### config.mk
export PLATFORM = sky130hd
export DESIGN_NAME = ctr_emitter_cc_flat
export DESIGN_NICKNAME = d
export VERILOG_FILES = /design/src/rtl/ctr_emitter_cc_if.sv /design/src/rtl/ctr_emitter_cc.sv /design/src/flat_wrapper.sv
export SDC_FILE = /design/constraint.sdc
export NUM_CORES = 1
export LEC_CHECK = 0
export ABC_AREA = 1
export CAP_MARGIN = 20
export CORE_AREA = 2 2 179 181
export CTS_BUF_LIST = sky130_fd_sc_hd__clkbuf_8 sky130_fd_sc_hd__clkbuf_16
export DETAILED_ROUTE_END_ITERATION = 12
export DIE_AREA = 0 0 181 183
export PLACE_DENSITY = 0.9
export SLEW_MARGIN = 30
export SYNTH_ARGS = -nofsm -noshare
export SYNTH_HDL_FRONTEND = slang
export SYNTH_SLANG_ARGS = --single-unit
### constraint.sdc
create_clock -name clk_i -period 3 [get_ports clk_i]
set_input_delay 0.75 -clock clk_i [delete_from_list [all_inputs] [get_ports clk_i]]
set_output_delay 0.75 -clock clk_i [all_outputs]
set_load 0.005 [all_outputs]
### src/rtl/ctr_emitter_cc_if.sv
// Commit-side observation bus and record output bus of the CTR emitter.
// The commit stage drives the master side, the emitter is the slave.
interface ctr_emitter_cc_if #(
  parameter int unsigned NrCommitPorts = 2,
  parameter int unsigned XLEN = 64
);
  logic [NrCommitPorts*XLEN-1:0]     source_i;
  logic [NrCommitPorts*4-1:0]        type_i;
  logic [NrCommitPorts-1:0]          valid_i;
  logic [15:0]                       type_mask_i;
  logic                              freeze_i;
  logic                              flush_i;
  logic [NrCommitPorts-1:0]          rec_valid_o;
  logic [NrCommitPorts*(XLEN-1)-1:0] rec_source_o;
  logic [NrCommitPorts*(XLEN-1)-1:0] rec_target_o;
  logic [NrCommitPorts*4-1:0]        rec_type_o;
  logic [NrCommitPorts*16-1:0]       rec_cc_o;
  logic [NrCommitPorts-1:0]          rec_ccv_o;

  modport master (
    output source_i, type_i, valid_i,
    output type_mask_i, freeze_i, flush_i,
    input  rec_valid_o, rec_source_o, rec_target_o,
    input  rec_type_o, rec_cc_o, rec_ccv_o
  );

  modport slave (
    input  source_i, type_i, valid_i,
    input  type_mask_i, freeze_i, flush_i,
    output rec_valid_o, rec_source_o, rec_target_o,
    output rec_type_o, rec_cc_o, rec_ccv_o
  );
endinterface

### src/rtl/ctr_emitter_cc.sv
// Pairs retired control transfers with their targets and emits
// filtered CTR records carrying an encoded cycle count.
module ctr_emitter_cc #(
  parameter int unsigned NrCommitPorts = 2,
  parameter int unsigned XLEN = 64,
  parameter int unsigned CntWidth = 27
) (
  input  logic clk_i,
  input  logic rstn_i,
  ctr_emitter_cc_if.slave bus
);
  localparam int unsigned NP = NrCommitPorts;
  localparam int unsigned AW = XLEN - 1;
  localparam logic [CntWidth-1:0] CntMax = '1;

  typedef logic [AW-1:0] pc_t;
  typedef logic [3:0]    cft_t;

  logic [NP-1:0][XLEN-1:0] pc;
  cft_t [NP-1:0]           ty;
  logic                    unused_pc;

  logic                pend_v_q, pend_v_d;
  pc_t                 pend_src_q, pend_src_d;
  cft_t                pend_ty_q, pend_ty_d;
  logic [CntWidth-1:0] cnt_q, cnt_d;
  logic                armed_q, armed_d;

  logic [NP-1:0]       cv;
  pc_t [NP-1:0]        cs;
  cft_t [NP-1:0]       ct;
  logic [NP-1:0]       emit;

  logic [NP-1:0]        rv_q, rv_d;
  pc_t [NP-1:0]         rsrc_q, rsrc_d;
  pc_t [NP-1:0]         rtgt_q, rtgt_d;
  cft_t [NP-1:0]        rty_q, rty_d;
  logic [NP-1:0][15:0]  rcc_q, rcc_d;
  logic [NP-1:0]        rccv_q, rccv_d;

  assign pc = bus.source_i;
  assign ty = bus.type_i;
  // PC bit 0 is never recorded
  assign unused_pc = ^bus.source_i;

  // Pseudo-float CC: exponent above 12 bits, 12 mantissa bits below MSB
  function automatic logic [15:0] cc_enc(input logic [CntWidth-1:0] c);
    logic [15:0] r;
    r = {4'd0, c[11:0]};
    for (int p = 12; p < int'(CntWidth); p++) begin
      if (c[p]) r = {4'(p - 11), 12'(c >> (p - 12))};
    end
    return r;
  endfunction

  // Candidate transfers: pending into port 0, then port j-1 into port j
  always_comb begin
    cv = '0;
    cs = '0;
    ct = '0;
    cv[0] = pend_v_q & bus.valid_i[0];
    cs[0] = pend_src_q;
    ct[0] = pend_ty_q;
    for (int j = 1; j < int'(NP); j++) begin
      cv[j] = bus.valid_i[j] & (ty[j-1] != '0);
      cs[j] = pc[j-1][XLEN-1:1];
      ct[j] = ty[j-1];
    end
    for (int j = 0; j < int'(NP); j++) begin
      emit[j] = cv[j] & bus.type_mask_i[ct[j]] & ~bus.freeze_i;
    end
  end

  // Last valid port decides the new pending transfer; flush wins
  always_comb begin
    pend_v_d   = pend_v_q;
    pend_src_d = pend_src_q;
    pend_ty_d  = pend_ty_q;
    for (int j = 0; j < int'(NP); j++) begin
      if (bus.valid_i[j]) begin
        pend_v_d   = ty[j] != '0;
        pend_src_d = (ty[j] != '0) ? pc[j][XLEN-1:1] : '0;
        pend_ty_d  = ty[j];
      end
    end
    if (bus.flush_i) begin
      pend_v_d   = 1'b0;
      pend_src_d = '0;
      pend_ty_d  = '0;
    end
  end

  // Records for next cycle; only the lowest emitted slot carries the count
  always_comb begin
    logic first;
    first  = 1'b1;
    rv_d   = '0;
    rsrc_d = '0;
    rtgt_d = '0;
    rty_d  = '0;
    rcc_d  = '0;
    rccv_d = '0;
    for (int j = 0; j < int'(NP); j++) begin
      if (emit[j]) begin
        rv_d[j]   = 1'b1;
        rsrc_d[j] = cs[j];
        rtgt_d[j] = pc[j][XLEN-1:1];
        rty_d[j]  = ct[j];
        rcc_d[j]  = first ? cc_enc(cnt_q) : 16'h0;
        rccv_d[j] = first ? armed_q : 1'b1;
        first     = 1'b0;
      end
    end
  end

  // Saturating cycle counter, cleared on emission, held while frozen
  always_comb begin
    if (|emit) begin
      cnt_d = '0;
    end else if (bus.freeze_i || cnt_q == CntMax) begin
      cnt_d = cnt_q;
    end else begin
      cnt_d = cnt_q + CntWidth'(1);
    end
    if (bus.freeze_i) begin
      armed_d = 1'b0;
    end else if (|emit) begin
      armed_d = 1'b1;
    end else begin
      armed_d = armed_q;
    end
  end

  // State and registered record outputs
  always_ff @(posedge clk_i or negedge rstn_i) begin
    if (!rstn_i) begin
      pend_v_q   <= 1'b0;
      pend_src_q <= '0;
      pend_ty_q  <= '0;
      cnt_q      <= '0;
      armed_q    <= 1'b0;
      rv_q       <= '0;
      rsrc_q     <= '0;
      rtgt_q     <= '0;
      rty_q      <= '0;
      rcc_q      <= '0;
      rccv_q     <= '0;
    end else begin
      pend_v_q   <= pend_v_d;
      pend_src_q <= pend_src_d;
      pend_ty_q  <= pend_ty_d;
      cnt_q      <= cnt_d;
      armed_q    <= armed_d;
      rv_q       <= rv_d;
      rsrc_q     <= rsrc_d;
      rtgt_q     <= rtgt_d;
      rty_q      <= rty_d;
      rcc_q      <= rcc_d;
      rccv_q     <= rccv_d;
    end
  end

  assign bus.rec_valid_o  = rv_q;
  assign bus.rec_source_o = rsrc_q;
  assign bus.rec_target_o = rtgt_q;
  assign bus.rec_type_o   = rty_q;
  assign bus.rec_cc_o     = rcc_q;
  assign bus.rec_ccv_o    = rccv_q;

`ifndef SYNTHESIS
  logic [NP-1:0] vinc;
  assign vinc = bus.valid_i + NP'(1);
  valid_thermo_a: assert property (
    @(posedge clk_i) disable iff (!rstn_i)
    (vinc & bus.valid_i) == '0
  );
`endif
endmodule

### src/flat_wrapper.sv
// flat-port wrapper written by rule: the top's interface ports become plain ports
module ctr_emitter_cc_flat 
#(
  parameter int unsigned NrCommitPorts = 2,
  parameter int unsigned XLEN = 64,
  parameter int unsigned CntWidth = 27
)
  (clk_i, rstn_i, bus_source_i, bus_type_i, bus_valid_i, bus_type_mask_i, bus_freeze_i, bus_flush_i, bus_rec_valid_o, bus_rec_source_o, bus_rec_target_o, bus_rec_type_o, bus_rec_cc_o, bus_rec_ccv_o);
  ctr_emitter_cc_if #(.NrCommitPorts(NrCommitPorts), .XLEN(XLEN)) bus_i ();
  input  logic clk_i;
  input  logic rstn_i;
  input wire logic [$bits(bus_i.source_i)-1:0] bus_source_i;
  input wire logic [$bits(bus_i.type_i)-1:0] bus_type_i;
  input wire logic [$bits(bus_i.valid_i)-1:0] bus_valid_i;
  input wire logic [$bits(bus_i.type_mask_i)-1:0] bus_type_mask_i;
  input wire logic [$bits(bus_i.freeze_i)-1:0] bus_freeze_i;
  input wire logic [$bits(bus_i.flush_i)-1:0] bus_flush_i;
  output wire logic [$bits(bus_i.rec_valid_o)-1:0] bus_rec_valid_o;
  output wire logic [$bits(bus_i.rec_source_o)-1:0] bus_rec_source_o;
  output wire logic [$bits(bus_i.rec_target_o)-1:0] bus_rec_target_o;
  output wire logic [$bits(bus_i.rec_type_o)-1:0] bus_rec_type_o;
  output wire logic [$bits(bus_i.rec_cc_o)-1:0] bus_rec_cc_o;
  output wire logic [$bits(bus_i.rec_ccv_o)-1:0] bus_rec_ccv_o;
  assign bus_i.source_i = bus_source_i;
  assign bus_i.type_i = bus_type_i;
  assign bus_i.valid_i = bus_valid_i;
  assign bus_i.type_mask_i = bus_type_mask_i;
  assign bus_i.freeze_i = bus_freeze_i;
  assign bus_i.flush_i = bus_flush_i;
  assign bus_rec_valid_o = bus_i.rec_valid_o;
  assign bus_rec_source_o = bus_i.rec_source_o;
  assign bus_rec_target_o = bus_i.rec_target_o;
  assign bus_rec_type_o = bus_i.rec_type_o;
  assign bus_rec_cc_o = bus_i.rec_cc_o;
  assign bus_rec_ccv_o = bus_i.rec_ccv_o;
  ctr_emitter_cc #(.NrCommitPorts(NrCommitPorts), .XLEN(XLEN), .CntWidth(CntWidth)) u_core (.clk_i(clk_i), .rstn_i(rstn_i), .bus(bus_i));
endmodule
==> qor.csv <==
stage;metric;value;unit
layout;layout cells sized above 1;6.74;%
logic_synthesis;fraction of registers with async set/reset;100;%
placed_design;Routability Congestion;0.978;
job;# Max-Cap Violations;0;
logic_synthesis;Ys Warns;0;
logic_synthesis;number of synthesized flops with an enable pin;0;
worst_setup_path;CP max FO;12;
layout;Multi-input gate area;4580;µm²
worst_setup_path;worst r2r dst;u_core.bus.rec_cc_o[24];
die;core area;31200;µm²
logic_synthesis;Simple-Gate Fraction of Synth Area;16.0;%
logic_synthesis;post-synthesis mux area share;0;%
global_routing;initial antenna violation count;3;
worst_setup_path;CP startpoint kind;flip-flop;
timing;Slew Viols, Final;0;
layout;commonest non-fill, non-tap cells in the layout;449 x clkdlybuf4s50_1, 392 x dfrtp_1, 334 x nor2_1;
global_routing;first-pass GRT wire length;85600;µm
clock_network;setup bufs post-CTS;0;
timing;slew of the pin with the lowest slew margin;0.905;ns
die;Initial Util;51.1;%
die;Vert. Die Dim;183;µm
layout;fin nets;2302;
drt;Vias/cell;5.66;
pwr;sequential fraction of design power;46.5;%
clock_network;clk root buf;clkbuf_16;
global_routing;largest net degree at the start of global routing;89;
drt;final WL;55800;µm
pwr;VDD IR-drop max;0.000468;V
clock_network;CTS tree;built;
die;die width;181;µm
timing;f_max;383;MHz
clock_network;Resized cells post-CTS;0;
drt;DR iter-0 viols;1842;
logic_synthesis;syn_area_per_cell;9.33;µm²
logic_synthesis;Top FF cell, synth;dfrtp_1;
timing;final hold violations;0;
pwr;P_int;9.03;mW
worst_setup_path;Reg2Reg Setup Slack;0.39;ns
placed_design;dpl ws;0.273;ns
timing;RSZ-0062 raised after global routing;false;
worst_setup_path;Reg2Reg Depth;10;
clock_network;CTS Hold Buffers Added;0;
timing;relative slew slack;39.7;%
drt;Remaining DRCs;0;
timing;final worst path period need;2.61;ns
placed_design;Post-DP HPWL;38100;µm
pwr;Psw;2.94;mW
die;Cell Rows;65;
die;Ports;454;
timing;Worst Skew;0.0260;ns
worst_setup_path;critical path data required time;3.40;ns
layout;Area Overhead vs Synth;39.9;%
logic_synthesis;Syn Nets;1867;
clock_network;# clock sinks;392;
worst_setup_path;crit end category;flip-flop;
clock_network;clk_lat worst skew;0.55;ns
logic_synthesis;Mapped Cells;1708;
die;Die ar.;33100;µm²
logic_synthesis;adder-cell area share of the yosys netlist;0.0785;%
pwr;Pwr Density;536;nW/µm²
logic_synthesis;Synth Cell Area;15900;µm²
clock_network;CTS clk-pin slew, worst paths;0.06;ns
hold_path;Worst Hold Class;input pin to async pin;
global_routing;number of global-route vias before repair;14800;
logic_synthesis;register area share after synthesis;61.5;%
drt;Post-DRT Antenna Nets;0;
global_routing;grt ovf;0;
timing;endpoints failing setup;0;
pwr;static leakage;10.9;nW
run_status;status;complete, no violations;
timing;crit share post-route;87.0;%
pwr;clock power share;42.4;%
worst_setup_path;Crit path arrival time;3.01;ns
timing;fin worst setup slack;0.390;ns
logic_synthesis;Synth Area in XOR/XNOR;0.494;%
logic_synthesis;Netlist cell types;41;
worst_setup_path;RR Startpoint;u_core.cnt_q[17];
timing;Total Neg Setup Slack;0;ns
clock_network;Longest Clk Path Bufs;3;
drt;DR WL/cell;21.7;µm
drt;vias;14600;
placed_design;port buffer count;451;
pwr;sw frac;24.6;%
clock_network;CTS H-tree depth;2;
worst_setup_path;crit path kind;flip-flop to flip-flop;
clock_network;total CTS buffers;40;
logic_synthesis;Compound-Gate Fraction of Synth Area;12.1;%
global_routing;Total GRT Usage;33.3;%
layout;fill cell total of the finished layout;2073;
layout;commonest non-fill, non-tap cell in the layout;clkdlybuf4s50_1;
layout;Sequential Area;9810;µm²
pwr;Gate power share;11.0;%
drt;Pre-antenna DRT Iters;6;
logic_synthesis;main combinational cell family by area after synthesis;simple AND/OR/NAND/NOR gates;
logic_synthesis;Yosys reg bits;392;
-- how the worst max path moves through the flow --
stage,from,end,cells past startpoint
3_5_place_dp,bus_type_mask_i[5],u_core.bus.rec_ccv_o[1],10
3_3_place_gp,bus_type_mask_i[5],u_core.bus.rec_cc_o[9],10
5_1_grt,u_core.cnt_q[17],u_core.bus.rec_cc_o[24],10
4_1_cts,u_core.cnt_q[17],u_core.bus.rec_cc_o[24],10
6_report,u_core.cnt_q[17],u_core.bus.rec_cc_o[24],10
2_1_floorplan,bus_type_i[0],u_core.pend_src_q[60],10
-- cell usage after synthesis, types with 3 or more instances --
cell type    n  area share [%]
dfrtp_1    392              62
nor2_1     334             7.9
inv_1      253             6.0
nand2_1    178             4.2
o21ai_0    111             3.5
a21oi_1    101             3.2
o22ai_1     48             1.9
a221oi_1    43             2.4
buf_2       41             1.3
clkbuf_1    41            0.97
nand3_1     29            0.91
nand4_1     22            0.86
buf_6       13            0.92
buf_1       10            0.24
nor3_1      10            0.31
xor2_1       9            0.49
o211ai_1     8            0.38
inv_2        6            0.14
nand2_2      6            0.24
nor2_2       6            0.24
a211oi_1     5            0.24
nor3_4       4            0.41
nor3b_1      4            0.19
nor4_1       4            0.16
o2111ai_1    4            0.22
a22oi_1      3            0.14
a31oi_1      3            0.12
buf_4        3            0.14
clkinv_1     3           0.071
nor3_2       3            0.19
-- cell families (layout without fill, tap and decap cells) --
group / count (synthesis) / after routing
AO/OA/AOI/OAI: 328 / 328
XOR/XNOR: 9 / 9
adder cells (fa/ha/maj): 1 / 1
buffers and inverters: 372 / 831
flip-flops: 392 / 392
other: 0 / 3
AND/OR/NAND/NOR: 606 / 606
-- flip-flops by register name (all words and copies together) (netlist names) --
signal                   flops
u_core.bus.rec_type_o        8
u_core.armed_q               1
u_core.pend_v_q              1
u_core.bus.rec_cc_o         32
u_core.bus.rec_source_o    126
u_core.pend_ty_q             4
u_core.pend_src_q           63
u_core.bus.rec_target_o    126
u_core.cnt_q                27
u_core.bus.rec_valid_o       2
u_core.bus.rec_ccv_o         2
-- routing by layer --
metal	global-route usage [%]	part of all wire, %	vias to the layer above
met1	39.6	35	7017
li1	-	-	6295
met5	0	0	-
met4	18.1	6.5	0
met3	8.48	9.9	244
met2	56.0	49	1005
-- critical path: stages, from the launching register on --
cell and delay, ns:
dfrtp_1 0.64, inv_1 0.25, nor2_1 0.66, a221oi_1 0.16, nand2_1 0.15, nand2_1 0.07
nand2_1 0.07, nand2_1 0.05, nand2_1 0.06, nand2_1 0.09, a21oi_1 0.28
-- stage by stage --
step / total power, mW / util (%) / hold WS [ns] / cells / cell area (µm²)
after global placement: 6.89 / 67.1 / 0.464 / 2503 / 21000
after floorplan: 6.17 / - / 0.454 / 1708 / 15900
final: 12.0 / 71.4 / 0.232 / 2572 / 22300
after CTS: 12.0 / 71.4 / 0.235 / 2569 / 22300
after detailed placement: 6.95 / 67.1 / 0.469 / 2503 / 21000
after global routing: 12.4 / 71.4 / 0.257 / 2570 / 22300
-- power groups by stage --
stage / combinational (mW) / clock (mW) / sequential, mW
finish: 1.32 / 5.08 / 5.57
floorplan: 0.522 / 0 / 5.65
global route: 1.44 / 5.36 / 5.58
CTS: 1.31 / 5.14 / 5.57
global placement: 1.24 / 0 / 5.65
detailed placement: 1.29 / 0 / 5.66
-- area by class of cell --
cell class | instances | area share (%)
Clock buffer | 50 | 5.15
Clock inverter | 16 | 0.881
Tap cell | 402 | 2.25
Multi-Input combinational cell | 944 | 20.5
Sequential cell | 392 | 44.0
Inverter | 262 | 4.41
Antenna cell | 3 | 0.0337
Timing Repair Buffer | 503 | 22.8
No activity file was read; power rests on OpenSTA's default activity.
